**src/rtl/tile_render_pipe_if.sv**
```systemverilog
// Tile-map and texture memory read ports of the tile renderer.
// The pipeline is the master: it issues addresses and consumes the returned data.
interface tile_render_pipe_if;
   logic        tile_ren;
   logic [11:0] tile_raddr;
   logic [5:0]  tile_rdata;
   logic        tex_ren;
   logic [11:0] tex_raddr;
   logic [2:0]  tex_rdata;

   modport master (
      output tile_ren, tile_raddr, tex_ren, tex_raddr,
      input  tile_rdata, tex_rdata
   );

   modport slave (
      input  tile_ren, tile_raddr, tex_ren, tex_raddr,
      output tile_rdata, tex_rdata
   );
endinterface

```
**src/rtl/tile_render_pipe.sv**
```systemverilog
// Three-stage scrolled tile renderer: map lookup, texel lookup, blanked RGB out.
// Advances only on px_en; scroll offsets latch once per frame at vsync pulse start.
module tile_render_pipe #(
   parameter logic SYNC_IDLE = 1'b1
) (
   input  logic                      clk,
   input  logic                      reset,
   input  logic                      px_en,
   input  logic [9:0]                x_px,
   input  logic [9:0]                y_px,
   input  logic                      active_in,
   input  logic                      hsync_in,
   input  logic                      vsync_in,
   input  logic [8:0]                scroll_x,
   input  logic [8:0]                scroll_y,
   tile_render_pipe_if.master        mem,
   output logic                      vga_r,
   output logic                      vga_g,
   output logic                      vga_b,
   output logic                      vga_hsync,
   output logic                      vga_vsync
);

   logic [8:0] sx, sy;
   logic [8:0] wx, wy;
   logic       vs_prev;
   logic [2:0] wx_s1, wy_s1;
   logic       act_s1, hs_s1, vs_s1;
   logic       act_s2, hs_s2, vs_s2;
   logic       scroll_load;
   logic       unused_msb;

   // Bit 9 of the pixel coordinates cannot affect a mod-512 sum.
   assign unused_msb = ^{x_px[9], y_px[9]};

   assign wx = x_px[8:0] + sx;
   assign wy = y_px[8:0] + sy;
   assign scroll_load = (vsync_in != SYNC_IDLE) && (vs_prev == SYNC_IDLE);

   always_comb begin
      mem.tile_ren   = px_en & ~reset;
      mem.tile_raddr = {wy[8:3], wx[8:3]};
      mem.tex_ren    = px_en & ~reset;
      mem.tex_raddr  = {mem.tile_rdata, wy_s1, wx_s1};
   end

   always_ff @(posedge clk) begin
      if (reset) begin
         sx        <= '0;
         sy        <= '0;
         vs_prev   <= SYNC_IDLE;
         wx_s1     <= '0;
         wy_s1     <= '0;
         act_s1    <= 1'b0;
         hs_s1     <= SYNC_IDLE;
         vs_s1     <= SYNC_IDLE;
         act_s2    <= 1'b0;
         hs_s2     <= SYNC_IDLE;
         vs_s2     <= SYNC_IDLE;
         vga_r     <= 1'b0;
         vga_g     <= 1'b0;
         vga_b     <= 1'b0;
         vga_hsync <= SYNC_IDLE;
         vga_vsync <= SYNC_IDLE;
      end else if (px_en) begin
         // The loading tick itself still renders with the previous frame's offsets.
         if (scroll_load) begin
            sx <= scroll_x;
            sy <= scroll_y;
         end
         vs_prev   <= vsync_in;
         wx_s1     <= wx[2:0];
         wy_s1     <= wy[2:0];
         act_s1    <= active_in;
         hs_s1     <= hsync_in;
         vs_s1     <= vsync_in;
         act_s2    <= act_s1;
         hs_s2     <= hs_s1;
         vs_s2     <= vs_s1;
         vga_r     <= act_s2 & mem.tex_rdata[2];
         vga_g     <= act_s2 & mem.tex_rdata[1];
         vga_b     <= act_s2 & mem.tex_rdata[0];
         vga_hsync <= hs_s2;
         vga_vsync <= vs_s2;
      end
   end

endmodule

```
**src/flat_wrapper.sv**
```systemverilog
// flat-port wrapper written by rule: the top's interface ports become plain ports
module tile_render_pipe_flat 
#(
   parameter logic SYNC_IDLE = 1'b1
)
  (clk, reset, px_en, x_px, y_px, active_in, hsync_in, vsync_in, scroll_x, scroll_y, vga_r, vga_g, vga_b, vga_hsync, vga_vsync, mem_tile_ren, mem_tile_raddr, mem_tex_ren, mem_tex_raddr, mem_tile_rdata, mem_tex_rdata);
  tile_render_pipe_if mem_i ();
  input  logic clk;
  input  logic reset;
  input  logic px_en;
  input  logic [9:0] x_px;
  input  logic [9:0] y_px;
  input  logic active_in;
  input  logic hsync_in;
  input  logic vsync_in;
  input  logic [8:0] scroll_x;
  input  logic [8:0] scroll_y;
  output logic vga_r;
  output logic vga_g;
  output logic vga_b;
  output logic vga_hsync;
  output logic vga_vsync;
  output wire logic [$bits(mem_i.tile_ren)-1:0] mem_tile_ren;
  output wire logic [$bits(mem_i.tile_raddr)-1:0] mem_tile_raddr;
  output wire logic [$bits(mem_i.tex_ren)-1:0] mem_tex_ren;
  output wire logic [$bits(mem_i.tex_raddr)-1:0] mem_tex_raddr;
  input wire logic [$bits(mem_i.tile_rdata)-1:0] mem_tile_rdata;
  input wire logic [$bits(mem_i.tex_rdata)-1:0] mem_tex_rdata;
  assign mem_tile_ren = mem_i.tile_ren;
  assign mem_tile_raddr = mem_i.tile_raddr;
  assign mem_tex_ren = mem_i.tex_ren;
  assign mem_tex_raddr = mem_i.tex_raddr;
  assign mem_i.tile_rdata = mem_tile_rdata;
  assign mem_i.tex_rdata = mem_tex_rdata;
  tile_render_pipe #(.SYNC_IDLE(SYNC_IDLE)) u_core (.clk(clk), .reset(reset), .px_en(px_en), .x_px(x_px), .y_px(y_px), .active_in(active_in), .hsync_in(hsync_in), .vsync_in(vsync_in), .scroll_x(scroll_x), .scroll_y(scroll_y), .mem(mem_i), .vga_r(vga_r), .vga_g(vga_g), .vga_b(vga_b), .vga_hsync(vga_hsync), .vga_vsync(vga_vsync));
endmodule
```
**config.mk**
```make
export PLATFORM = sky130hd
export DESIGN_NAME = tile_render_pipe_flat
export DESIGN_NICKNAME = d
export VERILOG_FILES = /design/src/rtl/tile_render_pipe_if.sv /design/src/rtl/tile_render_pipe.sv /design/src/flat_wrapper.sv
export SDC_FILE = /design/constraint.sdc
export NUM_CORES = 1
export LEC_CHECK = 0
export CAP_MARGIN = 30
export CELL_PAD_IN_SITES_DETAIL_PLACEMENT = 0
export CELL_PAD_IN_SITES_GLOBAL_PLACEMENT = 2
export CORE_UTILIZATION = 35
export CTS_BUF_LIST = sky130_fd_sc_hd__clkbuf_4 sky130_fd_sc_hd__clkbuf_8 sky130_fd_sc_hd__clkbuf_16
export CTS_CLUSTER_DIAMETER = 150
export DETAILED_ROUTE_END_ITERATION = 6
export DONT_BUFFER_PORTS = 1
export PLACE_DENSITY_LB_ADDON = 0.1
export SYNTH_ARGS = -nofsm -noshare
export SYNTH_HDL_FRONTEND = slang
export SYNTH_SLANG_ARGS = --single-unit
```
**constraint.sdc**
```tcl
create_clock -name clk -period 3.5 [get_ports clk]
set_input_delay 0.875 -clock clk [delete_from_list [all_inputs] [get_ports clk]]
set_output_delay 0.875 -clock clk [all_outputs]
set_load 0.05 [all_outputs]
```
==> flow_metrics.tcl <==
set metrics [dict create \
    cts-root-buf "clkbuf_8" \
    ctsHoldBuffers 0 \
    slew-limit-headroom_pct 54.69 \
    crit_chain "ha_1 -> fa_1 -> a21o_1 -> a21oi_2 -> o21ai_0 -> xor2_1 -> buf_4" \
    final_util_pct 38.36 \
    netlist_instances 241 \
    fmax_mhz 304.1 \
    worst-path-buf-inv 1 \
    ant_nets 0 \
    p_per_area_nw_per_um2 470.7 \
    start_util_pct 36.90 \
    slowest_stage "fa_1" \
    area_growth_syn_to_layout_pct 3.954 \
    grt_pass1_vias 1561 \
    seqCellArea_um2 700.7 \
    hold_viol_final 0 \
    synthAdderAreaFrac_pct 11.68 \
    worstSetupEndpointType "output port" \
    fillers 610 \
    multi_input_area_um2 1151 \
    clkLatencyLatePin_ns 0.29 \
    synth-simple-area-share_pct 17.03 \
    path_delay_family "adder cells" \
    grt_pass1_wl_mm 6.982 \
    slew_violations 0 \
    overflow 0 \
    cts_tree "yes" \
    fin_crit_sh_pct 93.96 \
    post_cts_resized 0 \
    synthMuxAreaShare_pct 4.380 \
    fin_cells 305 \
    synth_area_um2 2057 \
    synth_xor_area_share_pct 5.961 \
    outcome "completed" \
    start_kind "primary input" \
    num_antenna_cells 0 \
    drt_iter0_markers 38 \
    rsz0062_at_grt "no" \
    crit_type "in -> out" \
    tns_ns 0 \
    cts_buffer_depth 2 \
    antenna_found_initial 0 \
    worst_slew_pin_slew_ns 0.6797 \
    cp_max_fo 3 \
    globalplace.congestion 0.7838 \
    port_buffers 0 \
    yosysSeqAreaShare_pct 34.06 \
    fin_nets 303 \
    cts_made_buffers 5 \
    die_h_um 78.66 \
    drc 0 \
    hp-class "reg -> reg" \
    firstDrtPassIters 4 \
    crit_arrival_ns 2.41 \
    numClockSinks 35 \
    path_clk_slew_ns 0.07 \
    syn_nets 312 \
    die_w_um 78.66 \
    maxCapViolCount 0 \
    vdd.ir_drop.worst_uv 250.1 \
    skew_ns 0.006745 \
    synth.ff_latch_count 35 \
    power.leakage_nw 0.8799 \
    htreeDepth 2 \
    viasPerCell 5.039 \
    cp.required_ns 2.62 \
    setup_viol 0 \
    die_area_um2 6187 \
    grt_max_degree 37 \
    syn_avg_cell_area_um2 8.535 \
    dp_cells 297 \
    drive_above_1_share_pct 10.73 \
    slowest_delay_ns 0.42 \
    dp_hpwl_mm 3.273 \
    synth-compound-area-share_pct 16.79 \
    grtUsageTotal_pct 14.69 \
    period_needed_ns 3.289 \
    design.core.area_um2 5574 \
    wl_per_cell_um 14.28 \
    synth.distinct_cells 32 \
    postCtsSetupBuffers 0 \
    io-pin-count 84 \
    worst_hold_slack_ns 0.4599 \
    setup_ws_ns 0.2115 \
    synth_top_family_by_area "simple AND/OR/NAND/NOR gates" \
    yosys_warnings 0 \
    vias 1537 \
    post-place-ws_ns 0.2115 \
    rows 27 \
    wl_mm 4.355 \
]
layout make-up:
cell class	instances	share of cell area [%]
flip-flops and latches	35	32.77
clock inverters	2	0.7607
clock buffers	6	3.862
inverters	2	0.3511
repair buffers	12	4.213
multi-input cells	176	53.83
well taps	72	4.213
through the flow:
| stage | total power, W | instance area (um^2) |
|---|---|---|
| after floorplan | 0.0007126 | 2057 |
| after global placement | 0.0007023 | 2039 |
| after detailed placement | 0.0007054 | 2039 |
| after CTS | 0.001024 | 2138 |
| after global routing | 0.001064 | 2138 |
| final | 0.001006 | 2138 |
power breakdown:
group,leakage [nW],internal [W],switching [W],total (W)
sequential,0.287,0.000419,0.0000385,0.000458
combinational,0.546,0.0000839,0.000153,0.000237
clock,0.0474,0.000161,0.000151,0.000312
placed cells by master (no fill, tap or decap), drive strengths merged, types with 5 or more instances in the layout:
cell type / count
ha: 16
dfxtp: 35
xnor2: 12
mux2i: 9
nand3: 6
a21oi: 32
a211o: 5
buf: 12
nor2: 11
clkbuf: 6
nand2: 49
per-layer routing:
layer / track usage [%] / wire length (um) / vias to the layer above
met2: 24.87 / 2073 / 44
met4: 4.259 / 17 / 0
met1: 16.51 / 1934 / 702
met3: 6.512 / 329 / 2
met5: 0 / 0 / -
li1: - / - / 789
synth_stat cells (all sizes together):
cell type  count  area [um^2]
a211oi         4        30.03
fa             2        40.04
a21o           4        30.03
inv            2        7.510
o21ai          4        20.02
ha            16        200.2
nor2b          4        25.02
dfxtp         35        700.7
mux2i          9        90.09
a221oi         1        8.760
and2           3        18.77
nor3           3        15.01
o31ai          2        15.01
clkbuf         3        11.26
nand3          6        30.03
xnor2         12        105.1
nand2         49        186.4
nor2          11        48.80
or2            1        6.260
o21bai         2        15.01
xor2           2        17.52
a21oi         32        167.7
and4b          2        20.02
o21a           2        15.01
a211o          5        43.79
buf           25        188.9
logic make-up after synthesis:
logic type | Yosys count
xor+xnor | 14
simple gates | 79
buf+inv | 30
mux | 9
flops | 35
fa+ha+maj | 18
compound gates | 56
worst register-to-register path, stage by stage (launching register included):
cell and delay, ns:
dfxtp_1 0.32, ha_1 0.23, fa_1 0.42, xnor2_1 0.16
a211oi_1 0.24
registers in the layout, summed over array words and instances (netlist names):
register	cells
u_core.vs_s2	1
u_core.vga_g	1
u_core.hs_s1	1
u_core.vga_vsync	1
u_core.vs_prev	1
u_core.wx_s1	3
u_core.vga_hsync	1
u_core.hs_s2	1
u_core.vga_r	1
u_core.wy_s1	3
u_core.act_s2	1
u_core.act_s1	1
u_core.sy	9
u_core.vga_b	1
u_core.sx	9
final timing paths:
kind | from | endpoint | slack (ns) | depth (start not counted)
setup reg to reg | u_core.sy[0] | u_core.wy_s1[2] | 2.05 | 4
hold / removal | u_core.sy[7] | u_core.sy[7] | 0.46 | 2
hold reg to reg | u_core.sy[7] | u_core.sy[7] | 0.46 | 2
setup / recovery | y_px[0] | mem_tile_raddr[9] | 0.21 | 7
(Power assumes the default switching activity.)
